### src/rtl/reg_load_seq_pkg.sv
// Shared types for the register-bank write sequencer: FSM states and the queued request record.
// Addresses travel zero-extended to REQ_AW bits, so AW may not exceed REQ_AW.
package reg_load_seq_pkg;

    localparam int DATA_W = 8;
    localparam int REQ_AW = 8;

    typedef enum logic [1:0] {
        IDLE   = 2'd0,
        SETUP  = 2'd1,
        STROBE = 2'd2,
        HOLD   = 2'd3
    } state_t;

    typedef struct packed {
        logic [REQ_AW-1:0] addr;
        logic [DATA_W-1:0] data;
    } req_t;

endpackage

### src/rtl/reg_load_fifo.sv
// Generic synchronous FIFO, DEPTH entries of W bits, head visible combinationally.
// Latency: a push is visible at the head one cycle later; no push-to-pop bypass.
// Backpressure: full is registered-derived; pushes while full and pops while empty are dropped.
module reg_load_fifo #(
    parameter int W     = 16,
    parameter int DEPTH = 4
) (
    input  logic         clk,
    input  logic         rst,
    input  logic         push,
    input  logic [W-1:0] push_dat,
    input  logic         pop,
    output logic [W-1:0] head_dat,
    output logic         full,
    output logic         empty
);

    localparam int PW = (DEPTH > 1) ? $clog2(DEPTH) : 1;

    logic [W-1:0]  mem [DEPTH];
    logic [PW-1:0] wr_ptr;
    logic [PW-1:0] rd_ptr;
    logic [PW:0]   count;
    logic          push_ok;
    logic          pop_ok;

    assign full     = (count == (PW+1)'(DEPTH));
    assign empty    = (count == '0);
    assign head_dat = mem[rd_ptr];
    assign push_ok  = push && !full;
    assign pop_ok   = pop && !empty;

    always_ff @(posedge clk) begin
        if (rst) begin
            wr_ptr <= '0;
            rd_ptr <= '0;
            count  <= '0;
        end else begin
            if (push_ok) wr_ptr <= wr_ptr + 1'b1;
            if (pop_ok)  rd_ptr <= rd_ptr + 1'b1;
            case ({push_ok, pop_ok})
                2'b10:   count <= count + 1'b1;
                2'b01:   count <= count - 1'b1;
                default: ;
            endcase
        end
    end

    always_ff @(posedge clk) begin
        if (push_ok) mem[wr_ptr] <= push_dat;
    end

endmodule

### src/rtl/reg_load_seq.sv
// Write sequencer for a bank of active-low-enable octal registers; optional shadow readback (SHADOW_READBACK_EN).
// Latency: accept at T -> bus driven after T+1, enable low after T+2, capture at T+3; one write per 3 cycles.
// Backpressure: in_ready drops while the request FIFO is full; a same-cycle pop does not free a slot.
module reg_load_seq
    import reg_load_seq_pkg::*;
#(
    parameter int NREG  = 8,
    parameter int AW    = 4,
    parameter int DEPTH = 4
) (
    input  logic              clk,
    input  logic              rst,
    input  logic              in_valid,
    output logic              in_ready,
    input  logic [AW-1:0]     in_addr,
    input  logic [DATA_W-1:0] in_data,
    output logic [DATA_W-1:0] bus_data,
    output logic              bus_oe,
    output logic [NREG-1:0]   reg_g_n,
    output logic              busy,
    output logic              wr_done,
    output logic              addr_err
`ifdef SHADOW_READBACK_EN
    ,
    input  logic [AW-1:0]     rb_addr,
    output logic [DATA_W-1:0] rb_data
`endif
);

    state_t            state;
    state_t            state_nxt;
    req_t              push_req;
    req_t              head;
    logic              fifo_push;
    logic              fifo_pop;
    logic              fifo_full;
    logic              fifo_empty;
    logic              head_ok;
    logic [DATA_W-1:0] bus_data_nxt;
    logic              bus_oe_nxt;
    logic [NREG-1:0]   reg_g_n_nxt;
    logic              wr_done_nxt;
    logic              addr_err_nxt;

    assign in_ready      = !rst && !fifo_full;
    assign fifo_push     = in_valid && in_ready;
    assign push_req.addr = REQ_AW'(in_addr);
    assign push_req.data = in_data;

    // The head stays put through SETUP and STROBE; it is retired on the edge that ends STROBE.
    assign fifo_pop = (state == STROBE);
    assign head_ok  = (head.addr < REQ_AW'(NREG));
    assign busy     = (state != IDLE) || !fifo_empty;

    reg_load_fifo #(
        .W     ($bits(req_t)),
        .DEPTH (DEPTH)
    ) u_fifo (
        .clk      (clk),
        .rst      (rst),
        .push     (fifo_push),
        .push_dat (push_req),
        .pop      (fifo_pop),
        .head_dat (head),
        .full     (fifo_full),
        .empty    (fifo_empty)
    );

    always_comb begin
        state_nxt    = state;
        bus_data_nxt = bus_data;
        bus_oe_nxt   = bus_oe;
        reg_g_n_nxt  = '1;
        wr_done_nxt  = 1'b0;
        addr_err_nxt = 1'b0;
        case (state)
            IDLE: begin
                if (!fifo_empty) begin
                    state_nxt    = SETUP;
                    bus_data_nxt = head.data;
                    bus_oe_nxt   = 1'b1;
                end
            end
            SETUP: begin
                state_nxt = STROBE;
                for (int i = 0; i < NREG; i++) begin
                    if (head.addr == REQ_AW'(i)) reg_g_n_nxt[i] = 1'b0;
                end
            end
            STROBE: begin
                state_nxt    = HOLD;
                wr_done_nxt  = head_ok;
                addr_err_nxt = !head_ok;
            end
            HOLD: begin
                // Data stays on the bus one cycle past the strobe before it may change.
                if (!fifo_empty) begin
                    state_nxt    = SETUP;
                    bus_data_nxt = head.data;
                end else begin
                    state_nxt  = IDLE;
                    bus_oe_nxt = 1'b0;
                end
            end
            default: state_nxt = IDLE;
        endcase
    end

    always_ff @(posedge clk) begin
        if (rst) begin
            state    <= IDLE;
            bus_data <= '0;
            bus_oe   <= 1'b0;
            reg_g_n  <= '1;
            wr_done  <= 1'b0;
            addr_err <= 1'b0;
        end else begin
            state    <= state_nxt;
            bus_data <= bus_data_nxt;
            bus_oe   <= bus_oe_nxt;
            reg_g_n  <= reg_g_n_nxt;
            wr_done  <= wr_done_nxt;
            addr_err <= addr_err_nxt;
        end
    end

`ifdef SHADOW_READBACK_EN
    logic [DATA_W-1:0] shadow [2**AW];

    always_ff @(posedge clk) begin
        if (rst) begin
            for (int i = 0; i < 2**AW; i++) shadow[i] <= '0;
        end else if (state == STROBE && head_ok) begin
            shadow[head.addr[AW-1:0]] <= head.data;
        end
    end

    assign rb_data = ({1'b0, rb_addr} < (AW+1)'(NREG)) ? shadow[rb_addr] : '0;
`endif

endmodule
### config.mk
export PLATFORM = sky130hd
export DESIGN_NAME = reg_load_seq
export DESIGN_NICKNAME = d
export VERILOG_FILES = /design/src/rtl/reg_load_seq_pkg.sv /design/src/rtl/reg_load_fifo.sv /design/src/rtl/reg_load_seq.sv
export SDC_FILE = /design/constraint.sdc
export NUM_CORES = 1
export LEC_CHECK = 0
export ABC_AREA = 1
export BUFFER_PORTS_ARGS = -buffer_cell sky130_fd_sc_hd__buf_2
export CORE_MARGIN = 2
export CORE_UTILIZATION = 50
export CTS_CLUSTER_SIZE = 10
export DETAILED_ROUTE_END_ITERATION = 10
export HOLD_SLACK_MARGIN = 0.06
export PLACE_DENSITY_LB_ADDON = 0.25
export SLEW_MARGIN = 20
export SYNTH_ARGS = -nofsm -noshare
export SYNTH_HDL_FRONTEND = slang
export SYNTH_SLANG_ARGS = --single-unit
### constraint.sdc
create_clock -name clk -period 2 [get_ports clk]
set_input_delay 0.4 -clock clk [delete_from_list [all_inputs] [get_ports clk]]
set_output_delay 0.4 -clock clk [all_outputs]
set_load 0.02 [all_outputs]
Word level (Yosys, flattened, before mapping):

Memory sizes are Yosys's and may differ from the RTL's. A register that Yosys moved wholly into a read port is not among the register bits.
Index checks and enable logic that the tools add are counted.

* $add $sub $neg: 4
* magnitude comparators: 1
* equal/unequal tests: 15
* multiplexer cells: 19
* bitwise gates (word level): 3
* reductions and logical operators: 20

Operators with widths (number)
* $eq 8x3->1 const B: 4
* $eq 8x2->1 const B: 2
* $mux 1: 13
* $eq 8x1->1 const B: 1
* $logic_not 8->1: 1
* $lt 8x4->1 const B: 1
* $pmux 2 s4: 1
* $eq 2x2->1 const B: 3
* $mux 2: 3
* $pmux 3 s2: 1
* $reduce_bool 2->1: 3
* $reduce_or 2->1: 3
* $add 2x1->2 const B: 2
* $eq 2x1->1 const B: 2
* $logic_and 1x1->1: 4
* $logic_not 1->1: 4
* $ne 2x2->1 const B: 2
* $add 3x1->3 const B: 1
* $eq 3x3->1 const B: 1
* $logic_not 3->1: 1
* $not 1->1: 3
* $reduce_and 3->1: 1
* $sub 3x1->3 const B: 1
* $logic_not 2->1: 1
* other kinds (3): 3

* bits in registers: 28
* memory bits (writable): 48
* output and inout port bits: 21
* logic and storage cells: 72
* memories: 1

Memories
* u_fifo.mem: words 4, bits a word 12, read ports 1, clocked after Yosys merged registers in 1, write ports 1, RTL line reg_load_fifo.sv:20 `logic [W-1:0] mem [DEPTH];`

Longest topological paths before layout:

* word-level depth: 7
* gate-level depth with buffers: 12

By module:

From an unflattened synthesis, not the netlist that was laid out.

* cell total of the unflattened synthesis: 330
* area, all modules: 3699.8 um2

By module, submodules not included
* reg_load_fifo: times used 1, cells each 224, area an instance 2849.0 um2, sequential area each 2102.0 um2
* reg_load_seq: times used 1, cells each 106, area an instance 850.8 um2, sequential area each 420.4 um2

Least setup slack after synthesis:

Ideal clock, no wire load.

* path type: reg-to-reg
* from: register state[0]
* to: register u_fifo.count[2]
* library setup time: 0.110 ns
* arrival time: 1.832 ns
* required time: 1.890 ns
* path slack: 0.058 ns
* stages on the path, launching flop included: 13
* buffers on the path: 0
* period minus slack after synthesis: 1.942 ns
* cells stage by stage: dfxtp_1 > inv_1 > ha_1 > nand2_1 > inv_1 > ha_1 > inv_1 > fa_1 > or2_2 > nand3_1 > nand2_1 > inv_1 > nor2_1

* longest elaborated chain between the ends: 4

RTL lines
* from (decl): RTL line reg_load_seq.sv:30 `state_t state;`
* from (signal assigned): RTL line reg_load_seq.sv:118 `state <= state_nxt;`
* $eq 2x2->1 *: RTL line reg_load_seq.sv:51 `assign fifo_pop = (state == STROBE);`
* $logic_and 1x1->1 *: RTL line reg_load_fifo.sv:31 `assign pop_ok = pop && !empty;`
* named net u_fifo.pop_ok: RTL line reg_load_fifo.sv:25 `logic pop_ok;`
* $eq 2x1->1 or $eq 2x2->1 (tied branches): RTL line reg_load_fifo.sv:41 `case ({push_ok, pop_ok})`
* $pmux 3 s2 or $reduce_bool 2->1 (tied branches)
* to (signal assigned): RTL line reg_load_fifo.sv:42 `2'b10: count <= count + 1'b1;`
* to (signal assigned): RTL line reg_load_fifo.sv:43 `2'b01: count <= count - 1'b1;`
* to (decl): RTL line reg_load_fifo.sv:23 `logic [PW:0] count;`

The timed path passes the listed nets; every way through them passes the cells marked *.
A chain may end at the register's enable or synchronous reset.

Worst setup path in the final report:

Same ends and word-level chain as after synthesis.

==> results.sh <==
export IMPL_rows=29
export IMPL_finalHoldViolCount=0
export IMPL_io_buffers=35
export IMPL_ctsRootBufferMaster="clkbuf_8"
export IMPL_worst_pin_slew_ns=0.417
export IMPL_diodes=0
export IMPL_yosys_most_used_dff="edfxtp_1"
export IMPL_synthCells=334
export IMPL_synth_area_um2=3250
export IMPL_yosysTopAreaCellShare_pct=44.3
export IMPL_die_y_um=84.6
export IMPL_p_per_area_nw_per_um2=1190
export IMPL_start_kind="register"
export IMPL_antenna_found_initial=0
export IMPL_fmax_ghz=0.540
export IMPL_dpl_hpwl_um=3950
export IMPL_drtAntennaViolNets=0
export IMPL_p_leak_nw=1.66
export IMPL_drtPass1Iterations=4
export IMPL_cp_arrival_ns=2.11
export IMPL_io_pins=36
export IMPL_numCtsBuffers=9
export IMPL_ys_seq_area_share_pct=62.8
export IMPL_clk_latency_ns=0.35
export IMPL_grt_pass1_wl_um=9650
export IMPL_multi_input_area_um2=1020
export IMPL_rsz0062_at_grt="false"
export IMPL_grt_ovfl_total=0
export IMPL_ir_worst_vdd_uv=899
export IMPL_drv_slew=0
export IMPL_yosysWarningCount=0
export IMPL_syn_mean_instance_area_um2=9.73
export IMPL_synth_async_reset_ratio_pct=0
export IMPL_yosysUniqueCellTypes=23
export IMPL_syn2layout_area_growth_pct=17.3
export IMPL_final_core_util_pct=60.4
export IMPL_synth_area_leaders="edfxtp_1, dfxtp_1, nand2_1"
export IMPL_setup_viol=0
export IMPL_wire_per_inst_um=12.3
export IMPL_layout_cells_non_filler=469
export IMPL_dieArea_um2=7160
export IMPL_grt_max_degree=25
export IMPL_fill_cells=543
export IMPL_post_route_min_period_ns=1.85
export IMPL_clockBufferDepth=2
export IMPL_synth_edf_count=48
export IMPL_path_max_fanout=3
export IMPL_drt_iter0_drc=88
export IMPL_layout_drive_gt1_share_pct=23.7
export IMPL_power_mw=4.54
export IMPL_fin_tns_setup_ns=0
export IMPL_cts_sinks=78
export IMPL_nets=412
export IMPL_grt_pass1_vias=1975
export IMPL_dpl_cell_area_um2=3560
export IMPL_h_tree_depth=3
export IMPL_yosysTopAreaCell="edfxtp_1"
export IMPL_seqCellArea_um2=2040
export IMPL_synth_most_common_cell="nand2_1"
export IMPL_synthTopCellsByCount="nand2_1, edfxtp_1, nor2_1"
export IMPL_end_kind="register"
export IMPL_finalInstanceArea_um2=3810
export IMPL_syn_num_nets=359
export IMPL_place_gp_congestion=0.804
export IMPL_run_status="finished, final reports clean"
export IMPL_vias_per_cell=4.65
export IMPL_placed_cells=452
export IMPL_die_w_um=84.6
export IMPL_grt_use_total_pct=17.5
export IMPL_slew_headroom_pct=72.2
export IMPL_postRouteWirelength_um=5780
export IMPL_drc=0
export IMPL_vias=2181
export IMPL_skew_ns=0.00865
export IMPL_min_path_type="in2reg"
export IMPL_period_share_pct=92.6
export IMPL_start_util_pct=51.5
export IMPL_clkTransAtPathRegs_ns=0.09
export IMPL_critPathRequiredTime_ns=2.25
export IMPL_critical_path_class="reg2reg"
export IMPL_ys_ff_latch=78
export IMPL_cts_tree="yes"
export IMPL_coreArea_um2=6310
export IMPL_drv_cap=0
-- final timing paths --
check,from,endpoint,slack (ns),cells past startpoint
worst max-delay path,state[0],u_fifo.count[2],0.15,12
worst min-delay path,in_data[6],u_fifo.mem[0][6],0.26,1
worst max register to register,state[0],u_fifo.count[2],0.15,12
worst min register to register,u_fifo.rd_ptr[1],register,0.49,2
-- kinds of logic (layout without fill, tap and decap cells) --
| kind of cell | count (synthesis) | in the layout | synth area share (%) |
|---|---|---|---|
| adder cells (fa/ha/maj) | 10 | 10 | 4.08 |
| AO/OA/AOI/OAI | 14 | 14 | 2.16 |
| flip-flops | 78 | 78 | 62.8 |
| AND/OR/NAND/NOR | 189 | 189 | 24.4 |
| buffers and inverters | 43 | 101 | 6.50 |
-- repair_timing --
| action | 4_1_cts | 5_1_grt |
|---|---|---|
| gates cloned | 0 | 0 |
| pin swaps | 0 | 1 |
| setup buffers | 0 | 1 |
| setup endpoints to repair | 1 | 1 |
| hold buffers | 0 | 0 |
| resized for setup | 1 | 9 |
-- cell usage in the layout, fill, tap and decap left out, types with 2 or more instances in the layout --
master	instances
o21ai_0	6
nand2_2	7
bufinv_16	2
nand2_1	125
clkinv_4	2
nand3_1	12
a21oi_1	8
nand4_1	2
dfxtp_1	29
buf_2	35
ha_2	2
nand3_2	4
inv_2	3
clkbuf_8	9
nand2_4	2
inv_1	29
buf_4	16
nor2_1	32
edfxtp_1	48
inv_6	2
ha_1	7
nor2_2	3
-- where the power goes --
group          switching [mW]  total, mW  internal (mW)
logic                   0.796       1.24          0.447
clock network           0.615       1.33          0.720
registers              0.0865       1.96           1.87
-- per-stage QoR --
step / setup slack, ns / hold WS [ns]
final: 0.147 / 0.258
after global routing: 0.0112 / 0.242
after CTS: 0.0166 / 0.243
after detailed placement: -0.0346 / 0.490
after global placement: 0.0394 / 0.480
after floorplan: 0.0582 / 0.459
-- area by class of cell --
| class | instances | share of cell area (%) |
|---|---|---|
| multi-input combinational | 213 | 26.7 |
| tap | 77 | 2.53 |
| clock buffer | 9 | 3.25 |
| timing repair buffer | 51 | 7.74 |
| clock inverter | 7 | 2.76 |
| sequential | 78 | 53.6 |
| inverter | 34 | 3.48 |
-- sequential cells by signal, indices dropped and copies added, names as in the netlist, 2 cells and up, named ones only --
register       count
u_fifo.rd_ptr      2
reg_g_n            8
u_fifo.count       3
u_fifo.mem        48
state              2
bus_data           8
u_fifo.wr_ptr      2
-- per-layer routing --
metal  wire [um]  track usage, %
met5           0               0
met4          46            6.06
met3         346            5.51
met2        2680            25.1
met1        2710            25.4
-- critical path, stage by stage, from the launching register on --
cell     delay [ns]
dfxtp_1        0.32
inv_1          0.07
ha_2           0.19
nand2_2        0.07
inv_2          0.06
ha_2           0.16
inv_2          0.05
fa_2           0.38
or2_4          0.26
nand3_1        0.07
nand2_1        0.05
inv_1          0.05
nor2_1         0.04
Note: power is estimated with default switching activity, not from simulation.
